**src/rtl/jtframe_rom_pkg.sv**
```systemverilog
// ----------------------------------------------------------------------------
// jtframe_rom_pkg
//
// Shared definitions for the narrow ROM arbiter:
//   - rom_state_t and the three controller state constants
//   - sel_width(): width of a slot index (never less than one bit)
//
// Build option JTFRAME_ROM_RR_EN (used by jtframe_rom_narb) selects
// round-robin arbitration. Without it, fixed priority is used.
// ----------------------------------------------------------------------------
package jtframe_rom_pkg;

    typedef logic [1:0] rom_state_t;

    localparam rom_state_t ST_IDLE      = 2'd0;
    localparam rom_state_t ST_WAIT_ACK  = 2'd1;
    localparam rom_state_t ST_WAIT_DATA = 2'd2;

    // A single slot still needs a one-bit index so that vectors stay legal
    function automatic int sel_width(input int n);
        return (n > 1) ? $clog2(n) : 1;
    endfunction

endpackage

```
**src/rtl/jtframe_rom_slotcache.sv**
```systemverilog
// ----------------------------------------------------------------------------
// jtframe_rom_slotcache
//
// One-entry read cache for a single requesting slot.
//
// Ports:
//   clk, rst   : clock, asynchronous active-high reset
//   flush      : clears the valid bit (has priority over fill)
//   fill       : writes fill_addr/fill_data into the entry and marks it valid
//   fill_addr  : tag to store (the address that was actually fetched)
//   fill_data  : word returned by the SDRAM
//   cs, addr   : the slot's current request and word address
//   ok         : cached word is valid for the current request
//   dout       : cached word
// ----------------------------------------------------------------------------
module jtframe_rom_slotcache
    import jtframe_rom_pkg::*;
#(
    parameter int AW = 22,
    parameter int DW = 32
) (
    input  logic          clk,
    input  logic          rst,
    input  logic          flush,
    input  logic          fill,
    input  logic [AW-1:0] fill_addr,
    input  logic [DW-1:0] fill_data,
    input  logic          cs,
    input  logic [AW-1:0] addr,
    output logic          ok,
    output logic [DW-1:0] dout
);

    logic          valid_q, valid_d;
    logic [AW-1:0] tag_q, tag_d;
    logic [DW-1:0] data_q, data_d;

    // A flush in the same cycle as a fill leaves the entry invalid, so a word
    // fetched before the flush can never be served afterwards.
    always_comb begin
        valid_d = valid_q;
        tag_d   = tag_q;
        data_d  = data_q;
        if (fill) begin
            valid_d = 1'b1;
            tag_d   = fill_addr;
            data_d  = fill_data;
        end
        if (flush) begin
            valid_d = 1'b0;
        end
    end

    always_ff @(posedge clk or posedge rst) begin
        if (rst) begin
            valid_q <= 1'b0;
            tag_q   <= '0;
            data_q  <= '0;
        end else begin
            valid_q <= valid_d;
            tag_q   <= tag_d;
            data_q  <= data_d;
        end
    end

    assign ok   = cs & valid_q & (tag_q == addr);
    assign dout = data_q;

endmodule

```
**src/rtl/jtframe_rom_narb.sv**
```systemverilog
// ----------------------------------------------------------------------------
// jtframe_rom_narb
//
// Arbitrates SLOTS read-only clients onto one SDRAM read port. Each slot has
// a one-entry cache; a slot whose request misses its cache competes for the
// SDRAM, and the returned word is stored under the address that was fetched.
//
// Parameters: SLOTS (1..9), AW (word address width), DW (read data width)
//
// Ports:
//   clk, rst      : clock, asynchronous active-high reset
//   downloading   : ROM load in progress; flushes caches, blocks requests
//   loop_rst      : synchronous cache flush
//   slot_cs       : per-slot request
//   slot_addr     : packed per-slot word address, slot 0 in the LSBs
//   slot_ok       : per-slot hit for the current address
//   slot_dout     : packed per-slot cached word
//   sdram_req     : read request, held until sdram_ack
//   sdram_addr    : address of the current request, stable until data_rdy
//   sdram_ack     : SDRAM accepted the request
//   data_rdy      : data_read is valid
//   data_read     : SDRAM read data
//   refresh_en    : controller idle and no slot waiting; refresh allowed
//
// Build option: define JTFRAME_ROM_RR_EN for round-robin arbitration (search
// starts after the last winner). Otherwise the lowest pending slot wins.
// ----------------------------------------------------------------------------
module jtframe_rom_narb
    import jtframe_rom_pkg::*;
#(
    parameter int SLOTS = 5,
    parameter int AW    = 22,
    parameter int DW    = 32
) (
    input  logic                clk,
    input  logic                rst,
    input  logic                downloading,
    input  logic                loop_rst,
    input  logic [SLOTS-1:0]    slot_cs,
    input  logic [SLOTS*AW-1:0] slot_addr,
    output logic [SLOTS-1:0]    slot_ok,
    output logic [SLOTS*DW-1:0] slot_dout,
    output logic                sdram_req,
    output logic [AW-1:0]       sdram_addr,
    input  logic                sdram_ack,
    input  logic                data_rdy,
    input  logic [DW-1:0]       data_read,
    output logic                refresh_en
);

    localparam int WW = sel_width(SLOTS);

    rom_state_t    state_q, state_d;
    logic          req_q, req_d;
    logic [AW-1:0] addr_q, addr_d;
    logic [WW-1:0] winner_q, winner_d;
    logic          discard_q, discard_d;

    logic             flush;
    logic [SLOTS-1:0] pending;
    logic [SLOTS-1:0] fill_vec;
    logic [AW-1:0]    addr_arr [SLOTS];
    logic             found;
    logic             grant;
    logic [WW-1:0]    grant_idx;

`ifdef JTFRAME_ROM_RR_EN
    // Slot where the next search begins (one past the last winner)
    logic [WW-1:0] ptr_q, ptr_d;
`endif

    assign flush   = loop_rst | downloading;
    assign pending = slot_cs & ~slot_ok;

    generate
        for (genvar i = 0; i < SLOTS; i++) begin : g_slot
            assign addr_arr[i] = slot_addr[i*AW +: AW];

            jtframe_rom_slotcache #(
                .AW (AW),
                .DW (DW)
            ) u_cache (
                .clk       (clk),
                .rst       (rst),
                .flush     (flush),
                .fill      (fill_vec[i]),
                .fill_addr (addr_q),
                .fill_data (data_read),
                .cs        (slot_cs[i]),
                .addr      (addr_arr[i]),
                .ok        (slot_ok[i]),
                .dout      (slot_dout[i*DW +: DW])
            );
        end
    endgenerate

    // Scan all slots starting at 'start', wrapping once; the first pending
    // slot found wins. With fixed priority the scan always starts at slot 0.
    always_comb begin
        int            start;
        int            idx;
        logic [WW-1:0] sel;
        found     = 1'b0;
        grant_idx = '0;
        start     = 0;
        idx       = 0;
        sel       = '0;
`ifdef JTFRAME_ROM_RR_EN
        start     = int'(ptr_q);
`endif
        for (int k = 0; k < SLOTS; k++) begin
            idx = start + k;
            if (idx >= SLOTS) begin
                idx = idx - SLOTS;
            end
            sel = idx[WW-1:0];
            if (!found && pending[sel]) begin
                found     = 1'b1;
                grant_idx = sel;
            end
        end
    end

    assign grant = (state_q == ST_IDLE) && found && !downloading;

`ifdef JTFRAME_ROM_RR_EN
    always_comb begin
        ptr_d = ptr_q;
        if (grant) begin
            ptr_d = (grant_idx == WW'(SLOTS - 1)) ? '0 : grant_idx + 1'b1;
        end
    end

    always_ff @(posedge clk or posedge rst) begin
        if (rst) begin
            ptr_q <= '0;
        end else begin
            ptr_q <= ptr_d;
        end
    end
`endif

    // Request controller. discard marks a transaction that a flush overtook:
    // it still runs to completion on the SDRAM side but its data is dropped.
    // A grant taken in the same cycle as loop_rst is discarded as well.
    always_comb begin
        state_d   = state_q;
        req_d     = req_q;
        addr_d    = addr_q;
        winner_d  = winner_q;
        discard_d = discard_q;
        fill_vec  = '0;

        case (state_q)
            ST_IDLE: begin
                if (grant) begin
                    winner_d  = grant_idx;
                    addr_d    = addr_arr[grant_idx];
                    req_d     = 1'b1;
                    discard_d = loop_rst;
                    state_d   = ST_WAIT_ACK;
                end
            end
            ST_WAIT_ACK: begin
                if (sdram_ack) begin
                    req_d   = 1'b0;
                    state_d = ST_WAIT_DATA;
                end
            end
            ST_WAIT_DATA: begin
                if (data_rdy) begin
                    if (!discard_q && !flush) begin
                        fill_vec[winner_q] = 1'b1;
                    end
                    state_d = ST_IDLE;
                end
            end
            default: begin
                req_d   = 1'b0;
                state_d = ST_IDLE;
            end
        endcase

        if ((state_q != ST_IDLE) && flush) begin
            discard_d = 1'b1;
        end
    end

    always_ff @(posedge clk or posedge rst) begin
        if (rst) begin
            state_q   <= ST_IDLE;
            req_q     <= 1'b0;
            addr_q    <= '0;
            winner_q  <= '0;
            discard_q <= 1'b0;
        end else begin
            state_q   <= state_d;
            req_q     <= req_d;
            addr_q    <= addr_d;
            winner_q  <= winner_d;
            discard_q <= discard_d;
        end
    end

    assign sdram_req  = req_q;
    assign sdram_addr = addr_q;
    assign refresh_en = (state_q == ST_IDLE) && !(|pending);

endmodule

```
**config.mk**
```make
export PLATFORM = sky130hd
export DESIGN_NAME = jtframe_rom_narb
export DESIGN_NICKNAME = d
export VERILOG_FILES = /design/src/rtl/jtframe_rom_pkg.sv /design/src/rtl/jtframe_rom_slotcache.sv /design/src/rtl/jtframe_rom_narb.sv
export SDC_FILE = /design/constraint.sdc
export NUM_CORES = 1
export LEC_CHECK = 0
export CORE_ASPECT_RATIO = 1.25
export CORE_MARGIN = 8
export CORE_UTILIZATION = 45
export DETAILED_ROUTE_END_ITERATION = 16
export GPL_TIMING_DRIVEN = 0
export HOLD_SLACK_MARGIN = 0.1
export PLACE_DENSITY = 0.88
export SYNTH_ARGS = -nofsm -noshare
export SYNTH_HDL_FRONTEND = slang
export SYNTH_HIERARCHICAL = 1
export SYNTH_SLANG_ARGS = --single-unit
```
**constraint.sdc**
```tcl
create_clock -name clk -period 2.3 [get_ports clk]
set_input_delay 0.345 -clock clk [delete_from_list [all_inputs] [get_ports clk]]
set_output_delay 0.345 -clock clk [all_outputs]
set_load 0.005 [all_outputs]
```
==> run_results.csv, run 1 <==
group,metric,value,unit
power_and_ir_drop,combPwrFrac,21.7,%
sta,skew,0.01148,ns
final_layout,drive_gt1_share,33.85,%
final_layout,finalNonFillerCells,1834,
drt,antenna_left,0,
setup_path,worst_setup_path_end_kind,"output pin",
logic_synthesis,synth_area_per_cell,13.47,um2
logic_synthesis,synth-edff-count,0,
drt,drc_errors,0,
logic_synthesis,yosys.area_share.xor_xnor,7.179,%
placement,gp_congestion,0.9355,
power_and_ir_drop,powerDensity,780.5,nW/um2
logic_synthesis,synth_area,13420,um2
sta,finalCritPeriodShare,137.7,%
final_layout,syn_to_final_growth,44.46,%
drt,vias,11003,
final_layout,nFillCells,2002,
clocking,cts_inserted_buffers,31,
logic_synthesis,syn_inst,996,
power_and_ir_drop,seqPwrFrac,44.1,%
setup_path,cpPeakStageDelay,0.48,ns
floorplanning,boundaryPins,342,
final_layout,post-route-util,66.07,%
final_layout,ff_latch_area,7609,um2
sta,tns,-23.18,ns
floorplanning,die_h,209.1,um
status,violations,"setup timing",
global_routing,grt_first_pass_wirelength,75490,um
clocking,cts_hold_buf,0,
global_routing,grt_start_max_net_pins,56,
floorplanning,start_util,45.74,%
logic_synthesis,synth_compound_area_share,4.895,%
global_routing,grt_pass1_vias,11865,
clocking,clock-sinks,304,
power_and_ir_drop,p_int,10.77,mW
power_and_ir_drop,switching_share,28.85,%
floorplanning,die_area,35640,um2
placement,hpwl,34650,um
sta,setup_viol,34,
logic_synthesis,synth-seq-area-share,56.69,%
sta,fin_crit,3.168,ns
sta,tightestPinTransition,0.9071,ns
drt,firstDrtPassIters,7,
logic_synthesis,yosys.area_share.simple,6.303,%
logic_synthesis,synth_cell_type_count,40,
clocking,tritoncts,"yes",
logic_synthesis,ys_async_sr_fraction,100.0,%
floorplanning,die_w,170.5,um
logic_synthesis,synth_top_family_by_area,"multiplexers",
power_and_ir_drop,pwr-share-clk,34.2,%
sta,maxSlewViolCount,0,
logic_synthesis,syn_nets,1149,
job,cap_violations,0,
sta,hold_slack,0.3960,ns
logic_synthesis,muxShareOfSynthArea,22.66,%
status,status,"complete, but fails checks",
sta,hold_viol,0,
power_and_ir_drop,p_leak,8.845,nW
sta,slew_headroom,39.53,%
clocking,clockBufferDepth,3,
global_routing,track_usage,28.40,%
setup_path,cp_data_required_time,1.96,ns
power_and_ir_drop,power,15.13,mW
clocking,clock_insertion_delay_worst_skew,0.57,ns
placement,io_buffers,341,
logic_synthesis,synthAdderAreaFrac,0,%
final_layout,fin_nets,1562,
setup_path,path_cells,"xnor2_2 > nand4_1 > or4_4 > nor4_4 > nand2b_4 > nand4_4 > nor4_2 > buf_4",
floorplanning,placeableCoreArea,29340,um2
sta,max_freq,315.6,MHz
clocking,clk_pin_slew,0.06,ns
logic_synthesis,ys_ff_latch,304,
logic_synthesis,synth_flop_cell,"dfrtp_1",
final_layout,final_cell_mix,"335 x clkdlybuf4s50_1, 303 x dfrtp_1, 270 x mux2_2",
power_and_ir_drop,p_sw,4.365,mW
power_and_ir_drop,ir_drop,0.0007560,V
placement,dpl.cell_count,1734,
clocking,ctsRootBufferMaster,"clkbuf_16",
setup_path,critPathLaunchType,"register",
setup_path,arrival,2.82,ns
drt,totalWireLength,53380,um
clocking,h-tree-depth,1,
sta,rsz0062_at_grt,"true",
setup_path,critPathMaxFanout,3,
min_path,hold_class,"primary input to register",
global_routing,antenna_found_initial,7,
setup_path,cpMaxStageDelayCell,"or4_4",
floorplanning,rows,70,
drt,drt_iter0_drc,1175,
sta,layout_setup_ws,-0.8682,ns
final_layout,mostFrequentLayoutCell,"clkdlybuf4s50_1",
drt,via_per_inst,5.999,
final_layout,multi_input_area,5834,um2
global_routing,overflow,0,
drt,drt-wirelength-per-cell,29.11,um
setup_path,worstSetupPathType,"register to output pin",
logic_synthesis,synth_warnings,6,
==> sequential cells by signal (all words and copies together), names as in the netlist <==
register / count
discard_q: 1
g_slot.u_cache/dout: 160
g_slot.u_cache/tag_q: 110
g_slot.u_cache/valid_q: 5
sdram_addr: 22
sdram_req: 1
state_q: 2
winner_q: 3
==> layout make-up <==
| class | count | area share (%) |
|---|---|---|
| inverters | 8 | 0.2195 |
| multi-input cells | 631 | 30.10 |
| plain buffers | 49 | 2.491 |
| flip-flops and latches | 304 | 39.25 |
| well taps | 396 | 2.556 |
| diodes | 5 | 0.06455 |
| clock inverters | 11 | 0.7229 |
| clock buffers | 46 | 4.602 |
| repair buffers | 384 | 20.00 |
==> per-stage QoR <==
step | cell area, um2 | setup slack [ns]
after CTS | 19040 | -0.9440
after global placement | 17400 | -1.544
final | 19380 | -0.8682
after global routing | 19380 | -1.043
after floorplan | 13490 | -0.08718
after detailed placement | 17430 | -1.496
==> worst max-delay path: cells and delay by family (launching register included) <==
kind	cells	cell delay [ns]
xor gates and xnor gates	1	0.17
buffers and inverters	1	0.17
DFF	1	0.41
and+or+nand+nor	6	1.48
==> synth_stat cells, types with 2 or more instances <==
| master | count | area (um2) |
|---|---|---|
| a21oi_1 | 46 | 230.2 |
| buf_2 | 37 | 185.2 |
| buf_6 | 4 | 45.04 |
| clkbuf_1 | 12 | 45.04 |
| dfrtp_1 | 304 | 7607 |
| inv_1 | 8 | 30.03 |
| mux2_2 | 270 | 3040 |
| nand2_1 | 8 | 30.03 |
| nand2b_1 | 4 | 25.02 |
| nand3_1 | 6 | 30.03 |
| nand4_1 | 20 | 125.1 |
| nor2_1 | 60 | 225.2 |
| nor2b_1 | 2 | 12.51 |
| nor3_1 | 23 | 115.1 |
| nor4_1 | 6 | 37.54 |
| nor4_2 | 5 | 62.56 |
| o21a_1 | 2 | 15.01 |
| o21ai_0 | 2 | 10.01 |
| o221ai_1 | 22 | 192.7 |
| o22ai_1 | 2 | 12.51 |
| o31ai_1 | 22 | 165.2 |
| or4_1 | 5 | 37.54 |
| xnor2_1 | 80 | 700.7 |
| xor2_1 | 30 | 262.8 |
==> power groups by stage <==
stage | clock network (mW) | registers, mW | logic (mW)
CTS | 5.21 | 6.62 | 3.07
floorplan | 0 | 6.56 | 1.21
global placement | 0 | 6.65 | 2.81
finish | 5.17 | 6.68 | 3.28
global route | 5.42 | 6.75 | 3.43
detailed placement | 0 | 6.70 | 2.89
==> layer usage <==
metal / routed length, um / up-vias / track usage (%) / share of wire (%)
li1: - / 4390 / - / -
met2: 25470 / 885 / 46.67 / 48
met3: 6073 / 291 / 8.770 / 11
met4: 4083 / 4 / 18.15 / 7.6
met5: 25 / - / 0 / 0.047
met1: 17730 / 5433 / 31.46 / 33
==> path summary, 6_finish.rpt <==
kind / depth (start not counted) / from / slack (ns) / to
min in group asynchronous: 2 / rst / 0.46 / g_slot[1].u_cache/dout[11]
max in group asynchronous: 2 / rst / 1.02 / g_slot[3].u_cache/dout[28]
min reg2reg: 1 / g_slot[3].u_cache/dout[17] / 0.51 / g_slot[3].u_cache/dout[17]
max: 8 / g_slot[0].u_cache/tag_q[16] / -0.87 / refresh_en
min: 2 / sdram_ack / 0.40 / state_q[0]
max reg2reg: 14 / g_slot[3].u_cache/tag_q[7] / -0.86 / sdram_addr[21]
==> repair_timing <==
item | 4_1_cts | 5_1_grt
resized for setup | 111 | 54
cloned | 4 | 1
pin swaps | 29 | 37
buffers inserted | 22 | 20
endpoints found under the setup margin | 293 | 240
==> cell families after synthesis <==
kind of cell / Yosys count
flops: 304
compound gates: 99
simple gates: 152
buf+inv: 61
mux: 270
xor+xnor: 110
(Power assumes the default switching activity.)
==> inputs of run 2 (changes only) <==
--- a/config.mk
+++ b/config.mk
@@ -6,8 +6,9 @@
 export NUM_CORES = 1
 export LEC_CHECK = 0
 export CORE_ASPECT_RATIO = 1.25
-export CORE_MARGIN = 8
+export CORE_MARGIN = 2
 export CORE_UTILIZATION = 45
+export CTS_CLUSTER_SIZE = 24
 export DETAILED_ROUTE_END_ITERATION = 16
 export GPL_TIMING_DRIVEN = 0
 export HOLD_SLACK_MARGIN = 0.1
==> run 2 against run 1 <==
  * The run still ends with setup timing left
  * Via count down 0.92%
  * Global-route usage is 3.7 points higher
  * Setup slack lost 0.27 ns
  * Maximum frequency decreased by 7.7%
  * Critical path depth unchanged
  * Cell area is 0.41% lower
  * Critical endpoint unchanged
  * Largest power group unchanged
  * Highest routed layer unchanged
==> run_results.csv, run 2 (same netlist as run 1, synthesis figures left out) <==
group,metric,value,unit
status,status,"complete, but fails checks",
status,violations,"setup timing",
final_layout,largest_reg_flops,160,
sta,tightestPinTransition,1.008,ns
clocking,clockBufferDepth,3,
clocking,h-tree-depth,1,
sta,hold_viol,0,
setup_path,cpPeakStageDelay,0.46,ns
final_layout,mostFrequentLayoutCell,"clkdlybuf4s50_1",
drt,totalWireLength,51160,um
drt,antenna_left,0,
min_path,hold_class,"primary input to register",
final_layout,fin_nets,1559,
global_routing,track_usage,32.09,%
floorplanning,boundaryPins,342,
sta,setup_viol,34,
clocking,clock-sinks,304,
clocking,tritoncts,"yes",
clocking,clk_pin_slew,0.06,ns
setup_path,critPathLaunchType,"register",
setup_path,arrival,3.09,ns
floorplanning,die_w,158.5,um
placement,gp_congestion,0.9572,
setup_path,critPathMaxFanout,3,
floorplanning,start_util,45.74,%
floorplanning,die_area,31230,um2
final_layout,syn_to_final_growth,43.87,%
drt,drt_iter0_drc,964,
global_routing,antenna_found_initial,8,
drt,drc_errors,0,
final_layout,ff_latch_area,7610,um2
drt,vias,10902,
clocking,cts_inserted_buffers,30,
sta,rsz0062_at_grt,"true",
setup_path,worstSetupPathType,"register to output pin",
sta,fin_crit,3.434,ns
global_routing,grt_pass1_vias,11636,
floorplanning,die_h,197.1,um
setup_path,path_buf_inv,1,
power_and_ir_drop,powerDensity,790.9,nW/um2
drt,via_per_inst,5.948,
setup_path,worst_setup_path_end_kind,"output pin",
sta,layout_setup_ws,-1.134,ns
placement,io_buffers,341,
sta,finalCritPeriodShare,149.3,%
sta,max_freq,291.2,MHz
final_layout,nFillCells,2023,
global_routing,grt_start_max_net_pins,56,
floorplanning,rows,70,
final_layout,finalNonFillerCells,1833,
final_layout,drive_gt1_share,33.17,%
sta,maxSlewViolCount,0,
setup_path,path_cells,"xor2_1 > nor4_2 > nand4_1 > nor4_4 > nand2b_4 > nand4_4 > nor4_4 > buf_2",
setup_path,cpMaxStageDelayCell,"nor4_4",
sta,slew_headroom,32.74,%
global_routing,grt_first_pass_wirelength,73320,um
setup_path,cp_common_cell,"nor4_4",
clocking,cts_hold_buf,0,
setup_path,path_delay_family,"simple AND/OR/NAND/NOR gates",
final_layout,post-route-util,65.80,%
power_and_ir_drop,ir_drop,0.0006928,V
final_layout,final_cell_mix,"335 x clkdlybuf4s50_1, 302 x dfrtp_1, 270 x mux2_2",
placement,pre_cts_ws,-1.705,ns
placement,hpwl,32140,um
global_routing,overflow,0,
setup_path,cp_data_required_time,1.96,ns
clocking,clock_insertion_delay_worst_skew,0.58,ns
final_layout,multi_input_area,5788,um2
drt,firstDrtPassIters,8,
clocking,ctsRootBufferMaster,"clkbuf_16",
power_and_ir_drop,p_leak,8.845,nW
job,cap_violations,0,
drt,drt-wirelength-per-cell,27.91,um
sta,skew,0.02859,ns
placement,dpl.cell_count,1734,
floorplanning,placeableCoreArea,29340,um2
[run 2: changes by cell type in the layout (fill, tap and decap cells not counted), sizes merged]
cell    previous run  this run
bufbuf             0         1
bufinv             3         5
inv               10         8
clkbuf            56        60
buf               88        77
diode              5         8
clkinv             6         8
[run 2: timing repair]
action	in CTS	in global routing
endpoints found under the setup margin	293	272
pin swaps	40	30
hold endpoints to repair	0	0
cloned	6	0
setup buffers	28	11
gates resized for setup	111	40
[run 2: area by class of cell]
cell class / instances / area share, %
clock buffer: 42 / 4.491
buffer: 49 / 2.366
tap: 396 / 2.566
multi-input combinational: 631 / 29.98
antenna: 8 / 0.1037
timing repair buffer: 382 / 19.87
sequential: 304 / 39.42
inverter: 8 / 0.2204
clock inverter: 13 / 0.9851
[run 2: report_power, final]
group	total, mW	leakage (nW)	internal [mW]	switching [mW]
clock network	5.32	0.527	3.17	2.14
registers	6.69	4.15	5.97	0.715
logic	3.26	4.17	1.79	1.48
[run 2: worst paths after layout]
path                                             end                        start  cells after the start  slack (ns)
max in group asynchronous                 state_q[0]                          rst                      2        0.91
hold reg to reg                            sdram_req                    sdram_req                      2        0.48
min in group asynchronous  g_slot[3].u_cache/dout[0]                          rst                      2        0.66
setup reg to reg                       sdram_addr[6]  g_slot[1].u_cache/tag_q[20]                     13       -1.05
hold / removal                            state_q[0]                    sdram_ack                      2        0.41
setup / recovery                          refresh_en  g_slot[1].u_cache/tag_q[20]                      8       -1.13
[run 2: layer usage]
layer	global-route usage (%)	vias to the layer above	wire length, um
li1	-	4376	-
met1	36.63	5440	17440
met2	51.14	814	24190
met3	10.51	270	5530
met4	21.55	2	3997
met5	0	-	10
[run 2: through the flow]
step / hold slack (ns) / setup TNS [ns] / power, mW / area, um2
CTS: 0.3893 / -17.72 / 15.03 / 19100
detailed placement: 0.4681 / -225.14 / 9.544 / 17420
global route: 0.4270 / -35.66 / 15.72 / 19300
floorplan: 0.4231 / -1.696 / 7.764 / 13490
finish: 0.4081 / -30.24 / 15.27 / 19310
global placement: 0.4701 / -511.57 / 9.426 / 17400
[run 2: worst register-to-register path, delay by kind of cell (launching register included)]
| family | cells | cell delay (ns) |
|---|---|---|
| flops | 1 | 0.39 |
| compound gates | 2 | 0.26 |
| simple gates | 6 | 1.87 |
| xor+xnor | 1 | 0.16 |
| buf+inv | 4 | 0.60 |
==> inputs of run 3 (changes only) <==
--- a/config.mk
+++ b/config.mk
@@ -8,11 +8,12 @@
 export CORE_ASPECT_RATIO = 1.25
 export CORE_MARGIN = 2
 export CORE_UTILIZATION = 45
-export CTS_CLUSTER_SIZE = 24
+export CTS_CLUSTER_SIZE = 10
 export DETAILED_ROUTE_END_ITERATION = 16
 export GPL_TIMING_DRIVEN = 0
 export HOLD_SLACK_MARGIN = 0.1
 export PLACE_DENSITY = 0.88
+export REMOVE_ABC_BUFFERS = 1
 export SYNTH_ARGS = -nofsm -noshare
 export SYNTH_HDL_FRONTEND = slang
 export SYNTH_HIERARCHICAL = 1
==> run 3 against run 2 <==
  * The run still ends with setup timing left
  * First-iteration DRC count shrank 7.2%
  * Power shrank 2.9%
  * Highest routed layer unchanged
  * Register-to-register slack gained 0.06 ns
  * Flip-flop and latch count is the same
  * Largest power group unchanged
==> run_results.csv, run 3 (same netlist as run 1, synthesis figures left out) <==
group,metric,value,unit
clocking,cts_inserted_buffers,36,
global_routing,grt_start_max_net_pins,56,
floorplanning,boundaryPins,342,
drt,drt_iter0_drc,895,
drt,highest_layer,"met5",
floorplanning,die_area,31230,um2
sta,tightestPinTransition,0.9283,ns
sta,layout_setup_ws,-1.034,ns
drt,drt-wirelength-per-cell,27.24,um
setup_path,path_cells,"clkdlybuf4s50_1 > nand3_1 > or4_4 > nor4_4 > nand2b_4 > nand4_4 > buf_4 > buf_6 > buf_6 > o21ai_4 > buf_6 > a21oi_1 > a21oi_1",
setup_path,worst_setup_path_end_kind,"register",
job,cap_violations,0,
sta,hold_slack,0.4511,ns
drt,wl_met1,16920,um
sta,tns,-28.44,ns
sta,slew_headroom,38.11,%
drt,firstDrtPassIters,7,
drt,via_per_inst,5.884,
global_routing,track_usage,30.98,%
drt,met3_length,5439,um
setup_path,worstSetupPathType,"primary input to register",
power_and_ir_drop,p_leak,8.710,nW
final_layout,final_cell_mix,"335 x clkdlybuf4s50_1, 302 x dfrtp_1, 270 x mux2_2",
setup_path,arrival,3.75,ns
clocking,h-tree-depth,2,
clocking,tritoncts,"yes",
clocking,clock-sinks,304,
power_and_ir_drop,ir_drop,0.0006877,V
power_and_ir_drop,power,14.83,mW
setup_path,cp_data_required_time,2.71,ns
global_routing,grt_first_pass_wirelength,71330,um
sta,setup_viol,72,
setup_path,path_delay_family,"simple AND/OR/NAND/NOR gates",
sta,maxSlewViolCount,0,
floorplanning,rows,70,
clocking,clock_insertion_delay_worst_skew,0.51,ns
sta,hold_viol,0,
min_path,holdPathStages,2,
global_routing,overflow,0,
final_layout,multi_input_area,5944,um2
sta,fin_crit,3.334,ns
setup_path,cp_common_cell,"buf_6",
sta,max_freq,300.0,MHz
final_layout,fin_nets,1558,
min_path,hold_class,"primary input to register",
placement,gp_congestion,0.8171,
clocking,ctsRootBufferMaster,"clkbuf_16",
final_layout,nFillCells,2006,
clocking,clockBufferDepth,3,
setup_path,critPathMaxFanout,6,
status,violations,"setup timing",
final_layout,ff_latch_area,7610,um2
floorplanning,start_util,45.74,%
power_and_ir_drop,powerDensity,772.6,nW/um2
setup_path,path_buf_inv,5,
global_routing,antenna_found_initial,7,
floorplanning,die_w,158.5,um
final_layout,largest_reg_flops,160,
final_layout,mostFrequentLayoutCell,"clkdlybuf4s50_1",
drt,wl_met2,23820,um
drt,drc_errors,0,
sta,finalCritPeriodShare,144.9,%
setup_path,cpMaxStageDelayCell,"clkdlybuf4s50_1",
final_layout,syn_to_final_growth,43.05,%
clocking,clk_pin_slew,0.06,ns
setup_path,critPathLaunchType,"primary input",
placement,io_buffers,341,
drt,vias,10632,
setup_path,cpPeakStageDelay,0.71,ns
drt,totalWireLength,49220,um
floorplanning,placeableCoreArea,29340,um2
setup_path,path_depth,13,
placement,hpwl,28880,um
drt,antenna_left,0,
final_layout,drive_gt1_share,32.46,%
sta,rsz0062_at_grt,"true",
sta,skew,0.01794,ns
global_routing,grt_pass1_vias,11900,
status,status,"complete, but fails checks",
setup_path,r2r_cells,13,
floorplanning,die_h,197.1,um
==> run 3: timing repair <==
item	in CTS	in global routing
cloned	10	1
resized for setup	92	23
setup endpoints to repair	271	139
setup buffers	42	11
pin swaps	30	32
hold buffers	0	0
==> run 3: report_power, final <==
| part | switching [mW] | total, mW | internal (mW) |
|---|---|---|---|
| logic | 1.48 | 3.22 | 1.74 |
| registers | 0.725 | 6.70 | 5.98 |
| clock network | 2.07 | 4.91 | 2.84 |
| total | 4.27 | 14.8 | 10.6 |
==> run 3: worst reg2reg max path, cell delays in order (launching register included) <==
cell	delay, ns
dfrtp_1	0.39
xnor2_1	0.18
nand3_1	0.13
or4_4	0.54
nor4_4	0.40
nand2b_4	0.25
nand4_4	0.18
buf_4	0.19
buf_6	0.12
buf_6	0.13
o21ai_4	0.21
buf_6	0.20
a21oi_1	0.08
a21oi_1	0.20
==> run 3: metal layers <==
layer,track usage (%),up-vias
met5,0,-
li1,-,4379
met2,49.82,723
met3,11.69,239
met4,19.45,6
met1,34.54,5285
==> run 3: worst paths after layout <==
kind                                             start                          end  slack [ns]
max                                         slot_cs[3]                sdram_addr[6]       -1.03
max in group asynchronous                          rst    g_slot[0].u_cache/dout[9]        0.97
min in group asynchronous                          rst  g_slot[2].u_cache/tag_q[10]        0.63
max reg2reg                g_slot[3].u_cache/tag_q[12]                sdram_addr[6]       -0.99
min                                           data_rdy                   state_q[1]        0.45
min reg2reg                  g_slot[1].u_cache/dout[9]    g_slot[1].u_cache/dout[9]        0.50
==> run 3: final cells by class <==
cell class / instances / share of cell area (%)
Clock buffer: 40 / 4.882
Sequential cell: 304 / 39.64
Clock inverter: 1 / 0.02607
Inverter: 8 / 0.2086
Timing Repair Buffer: 413 / 21.65
Tap cell: 396 / 2.581
Multi-Input combinational cell: 642 / 30.97
Antenna cell: 3 / 0.03911
==> run 3: per-stage QoR <==
stage,std cells,instance area (um2),worst slack [ns],util [%]
finish,1807,19200,-1.034,65.42
global route,1806,19190,-1.044,65.42
CTS,1796,19030,-0.7885,64.87
detailed placement,1703,17350,-2.787,59.15
global placement,1680,17050,-10.47,58.12
floorplan,943,13140,-4.964,-
